==> config.mk <==
export PLATFORM = sky130hd
export DESIGN_NAME = display_update_scheduler
export DESIGN_NICKNAME = d
export VERILOG_FILES = /design/src/rtl/display_update_scheduler.sv
export SDC_FILE = /design/constraint.sdc
export NUM_CORES = 1
export LEC_CHECK = 0
export BUFFER_PORTS_ARGS = -buffer_cell sky130_fd_sc_hd__buf_2
export CORE_MARGIN = 2
export CORE_UTILIZATION = 47
export CTS_BUF_LIST = sky130_fd_sc_hd__clkbuf_16
export DETAILED_ROUTE_END_ITERATION = 12
export PLACE_DENSITY = 0.86
export SYNTH_ARGS = -nofsm -noshare
export SYNTH_HDL_FRONTEND = slang
export SYNTH_SLANG_ARGS = --single-unit
==> constraint.sdc <==
create_clock -name clk -period 1.7 [get_ports clk]
set_input_delay 0.17 -clock clk [delete_from_list [all_inputs] [get_ports clk]]
set_output_delay 0.17 -clock clk [all_outputs]
set_load 0.02 [all_outputs]
==> src/rtl/display_update_scheduler.sv <==
// Round-robin front end for the binary-to-BCD core: grants one requester, runs a
// conversion, latches validated digits and holds them for a minimum visible time.
module display_update_scheduler #(
    parameter int HOLD_CYCLES  = 100000,
    parameter int CONV_TIMEOUT = 64
) (
    input  logic        clk,
    input  logic        reset,
    input  logic        uart_valid,
    input  logic [7:0]  uart_data,
    output logic        uart_ready,
    input  logic        count_valid,
    input  logic [7:0]  count_data,
    output logic        count_ready,
    output logic        conv_start,
    output logic [7:0]  conv_binary,
    input  logic        conv_done,
    input  logic [11:0] conv_bcd,
    output logic [3:0]  digit_hundreds,
    output logic [3:0]  digit_tens,
    output logic [3:0]  digit_ones,
    output logic        update_tick,
    output logic        source,
    output logic        busy,
    output logic        error
);

    localparam int TMAX = (HOLD_CYCLES > CONV_TIMEOUT) ? HOLD_CYCLES : CONV_TIMEOUT;
    localparam int TW   = $clog2(TMAX) + 1;
    localparam logic [TW-1:0] HOLD_LAST = TW'(HOLD_CYCLES - 1);
    // WAIT starts at timer 0, so the last WAIT cycle is the one whose increment would reach CONV_TIMEOUT-1.
    localparam logic [TW-1:0] WAIT_LAST = TW'(CONV_TIMEOUT - 2);

    typedef enum logic [1:0] {S_IDLE, S_START, S_WAIT, S_HOLD} state_t;

    state_t          r_state;
    state_t          w_next;
    logic [TW-1:0]   r_timer;
    logic            r_last_grant;
    logic            r_req_src;
    logic [7:0]      r_conv_binary;
    logic [11:0]     r_digits;
    logic            r_tick;
    logic            r_source;
    logic            r_error;
    logic            w_grant;
    logic            w_xfer;

    function automatic logic bcd_ok(input logic [11:0] b);
        return (b[11:8] <= 4'd9) && (b[7:4] <= 4'd9) && (b[3:0] <= 4'd9);
    endfunction

    // On a tie the requester not granted last wins; otherwise whichever is valid.
    assign w_grant = (uart_valid && count_valid) ? ~r_last_grant : count_valid;
    assign w_xfer  = uart_ready || count_ready;

    always_ff @(posedge clk or negedge reset) begin
        if (!reset) begin
            r_state <= S_IDLE;
        end else begin
            r_state <= w_next;
        end
    end

    always_comb begin
        w_next = r_state;
        case (r_state)
            S_IDLE:  if (w_xfer) w_next = S_START;
            S_START: w_next = S_WAIT;
            S_WAIT: begin
                if (conv_done) begin
                    w_next = S_HOLD;
                end else if (r_timer == WAIT_LAST) begin
                    w_next = S_IDLE;
                end
            end
            S_HOLD:  if (r_timer == HOLD_LAST) w_next = S_IDLE;
            default: w_next = S_IDLE;
        endcase
    end

    always_comb begin
        uart_ready  = 1'b0;
        count_ready = 1'b0;
        conv_start  = 1'b0;
        busy        = 1'b1;
        case (r_state)
            S_IDLE: begin
                busy        = 1'b0;
                uart_ready  = reset && uart_valid && !w_grant;
                count_ready = reset && count_valid && w_grant;
            end
            S_START: conv_start = 1'b1;
            default: ;
        endcase
    end

    always_ff @(posedge clk or negedge reset) begin
        if (!reset) begin
            r_timer       <= '0;
            r_last_grant  <= 1'b1;
            r_req_src     <= 1'b0;
            r_conv_binary <= 8'd0;
            r_digits      <= 12'd0;
            r_tick        <= 1'b0;
            r_source      <= 1'b0;
            r_error       <= 1'b0;
        end else begin
            r_tick <= 1'b0;
            case (r_state)
                S_IDLE: begin
                    if (w_xfer) begin
                        r_conv_binary <= w_grant ? count_data : uart_data;
                        r_req_src     <= w_grant;
                        r_last_grant  <= w_grant;
                    end
                end
                S_START: r_timer <= '0;
                S_WAIT: begin
                    if (conv_done) begin
                        r_timer <= '0;
                        if (bcd_ok(conv_bcd)) begin
                            r_digits <= conv_bcd;
                            r_source <= r_req_src;
                            r_tick   <= 1'b1;
                        end else begin
                            r_error <= 1'b1;
                        end
                    end else if (r_timer == WAIT_LAST) begin
                        r_error <= 1'b1;
                    end else begin
                        r_timer <= r_timer + TW'(1);
                    end
                end
                S_HOLD:  r_timer <= r_timer + TW'(1);
                default: ;
            endcase
        end
    end

    assign conv_binary    = r_conv_binary;
    assign digit_hundreds = r_digits[11:8];
    assign digit_tens     = r_digits[7:4];
    assign digit_ones     = r_digits[3:0];
    assign update_tick    = r_tick;
    assign source         = r_source;
    assign error          = r_error;

endmodule

## Word-level counts from Yosys, hierarchy flattened

Cells that the tools add are included.
Widths: inputs -> output; s select.

- Add/sub/neg operators: 1
- Magnitude comparators: 3
- Equal/unequal tests: 10
- Mux-type cells: 20
- Bitwise gates (word level): 1
- Reductions and logical operators: 17

Operators with widths:

| operator | count |
|---|---|
| $pmux 18 s3 | 1 |
| $mux 18 | 2 |
| $add 18x1->18 const B | 1 |
| $eq 18x17->1 const B | 1 |
| $eq 18x6->1 const B | 1 |
| $le 4x4->1 const B | 3 |
| $mux 1 | 11 |
| $reduce_and 3->1 | 3 |
| $mux 2 | 4 |
| $mux 8 | 1 |
| $pmux 2 s4 | 1 |
| $logic_and 1x1->1 | 7 |
| $ne 2x2->1 const B | 3 |
| $ne 3x3->1 const B | 2 |
| $eq 2x2->1 const B | 2 |
| $reduce_and 2->1 | 2 |
| $reduce_bool 3->1 | 1 |
| $eq 2x1->1 const B | 1 |
| $logic_not 2->1 | 1 |
| $reduce_bool 2->1 | 1 |
| $logic_not 1->1 | 1 |
| $logic_or 1x1->1 | 1 |
| $not 1->1 | 1 |

- Register bits after elaboration: 45
- Input port bits: 33
- Logic and storage cells: 61

## Longest topological paths before layout

- Word-level depth: 8
- Mapped depth: 7
- Mapped depth without buffers: 7

## Least setup slack after synthesis

No wires, ideal clock.

- Kind: reg2reg
- Start point: register r_timer[0]
- End point: register r_timer[2]
- Data arrival time: 1.496 ns
- Required time: 1.634 ns
- Setup slack: 0.138 ns
- Cell stages (with the launch flop): 8
- Path buffers: 0
- Clock period less this slack: 1.562 ns
- Cell sequence: dfrtp_1 inv_1 ha_1 nor4b_2 nand4_2 nor2_2 or4_1 nand2_1

- Longest elaborated chain between the ends: 4

Ends and longest elaborated chain:

| element | line | text |
|---|---|---|
| start: declaration | 38 | `logic [TW-1:0] r_timer;` |
| start signal: assignment | 132 | `r_timer <= r_timer + TW'(1);` |
| start signal: assignment | 135 | `S_HOLD: r_timer <= r_timer + TW'(1);` |
| $add 18x1->18 | 132, 135 |  |
| $mux 18 | 129 | `end else if (r_timer == WAIT_LAST) begin` |
| $mux 18 | 120 | `if (conv_done) begin` |
| $pmux 18 s3 | 110 | `case (r_state)` |

Parallel ways exist; a longest one is shown, timed or not. The select of a mux whose other input is x is not followed.
A chain may end at the register's enable or synchronous reset.

## Worst setup path in the final report

- Start point: register r_timer[0]
- End point: register r_timer[5]

Same word-level chain as after synthesis.

==> flow_metrics.py <==
metrics = {
    "detailed_routing": {
        "ant_nets": 0,
        "drt_iter0_markers": 81,
        "dr.pass1.iters": 4,
        "viasPerCell": 5.67,
        "drc": 0,
        "drt_wl_total_um": 5280,
        "avgRoutedWirePerCell_um": 15.6,
        "num_vias": 1922,
    },
    "placement": {
        "dp_slack_ns": 0.0195,
        "placed_area_um2": 2640,
        "dp_hpwl_um": 3790,
        "place_inst": 326,
        "port_buffers": 59,
        "routabilityCongestion": 0.936,
    },
    "timing": {
        "setup-violations-final": 0,
        "tightestPinTransition_ns": 0.489,
        "setup_ws_ns": 0.0439,
        "fin_setup_tns_ns": 0,
        "period_needed_ns": 1.66,
        "skew_ns": 0.00422,
        "report.final.hold_viol_count": 0,
        "period_share_pct": 97.4,
        "max_slew_margin_pct": 67.4,
        "rsz0062_at_grt": "yes",
        "drv_slew": 0,
        "max_freq_mhz": 604,
    },
    "floorplanning": {
        "rows": 25,
        "die_h_um": 72.8,
        "die_w_um": 72.8,
        "num_io_pins": 60,
        "initial_core_util_pct": 48.1,
        "fp.dieArea_um2": 5300,
        "core_um2": 4630,
    },
    "power_and_ir_drop": {
        "power_density_nw_per_um2": 1200,
        "cellLeakagePower_nw": 1.42,
        "irDropWorstVdd_uv": 662,
    },
    "setup_path": {
        "arrival_ns": 1.86,
        "critPathLaunchType": "flip-flop",
        "endpoint_kind": "flip-flop",
        "path_class": "flip-flop to flip-flop",
        "required_ns": 1.90,
        "crit_fanout": 8,
    },
    "finish": {
        "drive_gt1_share_pct": 39.6,
        "nets": 319,
        "area_delta_synth_final_pct": 30.3,
        "layout_common_cells": "buf_2 (59), dfrtp_1 (39), nor2_1 (23), buf_4 (17)",
        "layout_commonest_cell": "buf_2",
        "diodes": 0,
        "finalNonFillerCells": 339,
        "fillCellCount": 348,
        "final_area_um2": 2900,
    },
    "grt": {
        "track_usage_pct": 21.2,
        "grt_pass1_wl_um": 8800,
        "grt_max_degree": 41,
        "antenna_found_initial": 0,
        "grt_pass1_vias": 1958,
        "overflow": 0,
    },
    "clock_network": {
        "cts.sinks": 45,
        "cts_buffers": 5,
        "h-tree-depth": 2,
        "insertion_delay_ns": 0.29,
        "root_buffer": "clkbuf_16",
        "path_clk_slew_ns": 0.06,
        "cts_tree": "done",
        "cts_buffer_depth": 2,
    },
    "synthesis": {
        "synth_area_um2": 2220,
        "synth_cell_type_count": 44,
        "ys_seq_area_share_pct": 50.7,
        "ys_ff_latch": 45,
        "yosys_warnings": 0,
        "synth_nets": 242,
        "synthCells": 207,
        "synth_area_per_cell_um2": 10.7,
    },
    "run_status": {
        "status": "completed",
    },
    "hold_path": {
        "hp-class": "input pin to flip-flop",
    },
    "flow_run": {
        "max-cap-violations": 0,
    },
}
[path summary, 6_finish.rpt]
kind                                   from  cells past startpoint             end  slack [ns]
worst max register to register   r_timer[0]                      7      r_timer[5]        0.04
worst max-delay path             r_timer[0]                      7      r_timer[5]        0.04
max in group asynchronous             reset                      3      r_timer[5]        0.63
worst min register to register        error                      1           error        0.48
min in group asynchronous             reset                      2  conv_binary[7]        0.30
worst min-delay path            conv_bcd[4]                      2     r_digits[4]        0.10
[through the flow]
stage                     util, %  total power, mW  hold slack (ns)
after floorplan                 -             1.96           -0.126
after global placement       57.0             2.24           0.0346
after detailed placement     57.0             2.29           0.0368
after CTS                    61.1             3.40           0.0976
after global routing         62.6             3.63           0.0972
final                        62.6             3.46            0.101
[power breakdown]
group          total [mW]  leakage (nW)  switching (mW)  internal [mW]
clock                1.09        0.0775           0.407          0.688
sequential           1.52         0.564           0.230           1.29
combinational       0.851         0.774           0.473          0.378
[synth_stat cells (all sizes together)]
cell type,instances,area (um^2)
a21bo,1,10.0
a21boi,1,7.51
a21o,2,15.0
a21oi,14,70.1
a31o,1,8.76
and3,3,18.8
and4,1,10.0
buf,7,47.5
dfrtp,44,1100
dfstp,1,26.3
ha,2,25.0
inv,5,18.8
mux2,13,146
mux2i,8,80.1
nand2,14,52.6
nand3,12,70.1
nand4,6,43.8
nand4b,1,8.76
nor2,25,98.8
nor2b,1,6.26
nor3,1,5.00
nor3b,1,12.5
nor4,7,71.3
nor4b,1,15.0
o211a,1,10.0
o211ai,3,27.5
o21ai,14,81.3
o21bai,1,7.51
o31ai,1,7.51
or3,3,18.8
or4,2,15.0
xnor2,3,26.3
xor2,7,61.3
[per-layer routing]
layer / vias up / share of wire, % / GRT usage (%)
li1: 894 / - / -
met1: 937 / 41 / 27.3
met2: 82 / 51 / 34.6
met3: 9 / 6.3 / 4.56
met4: 0 / 1.5 / 9.26
met5: - / 0 / 0
[flip-flops by register name (all words and copies together) (netlist names)]
signal        cells
r_last_grant      1
r_timer          18
r_req_src         1
update_tick       1
source            1
error             1
r_digits         12
r_state           2
conv_binary       8
[critical path: stages (launching register included)]
cell and delay (ns):
dfrtp_2 0.45, inv_2 0.08, ha_4 0.11, nor4b_4 0.22, nand4_2 0.19, o21ai_4 0.26
o21ai_1 0.09, a21oi_1 0.17
[what timing repair did]
| action | CTS | global route |
|---|---|---|
| pin swaps | 1 | 7 |
| hold endpoints to repair | 5 | 0 |
| setup endpoints to repair | 4 | 11 |
| resized for setup | 3 | 10 |
| hold buffers | 1 | 0 |
| buffers inserted | 0 | 4 |
[logic make-up (layout without fill, tap and decap cells)]
family / Yosys count / after routing / share of synthesized area [%]
multiplexers: 21 / 21 / 10.2
buffers and inverters: 12 / 90 / 2.98
AND/OR/NAND/NOR: 78 / 78 / 20.1
flip-flops: 45 / 45 / 50.7
AO/OA/AOI/OAI: 39 / 39 / 11.0
XOR/XNOR: 10 / 10 / 3.94
adder cells (fa/ha/maj): 2 / 2 / 1.12
[final cells by class]
cell class | count | area [um^2] | area share [%]
sequential | 45 | 1130 | 39.1
multi-input combinational | 150 | 1080 | 37.2
timing repair buffer | 77 | 433 | 14.9
clock buffer | 5 | 125 | 4.32
tap | 54 | 67.6 | 2.33
clock inverter | 3 | 41.3 | 1.42
inverter | 5 | 18.8 | 0.648
Power figures use the tool's default switching activity.
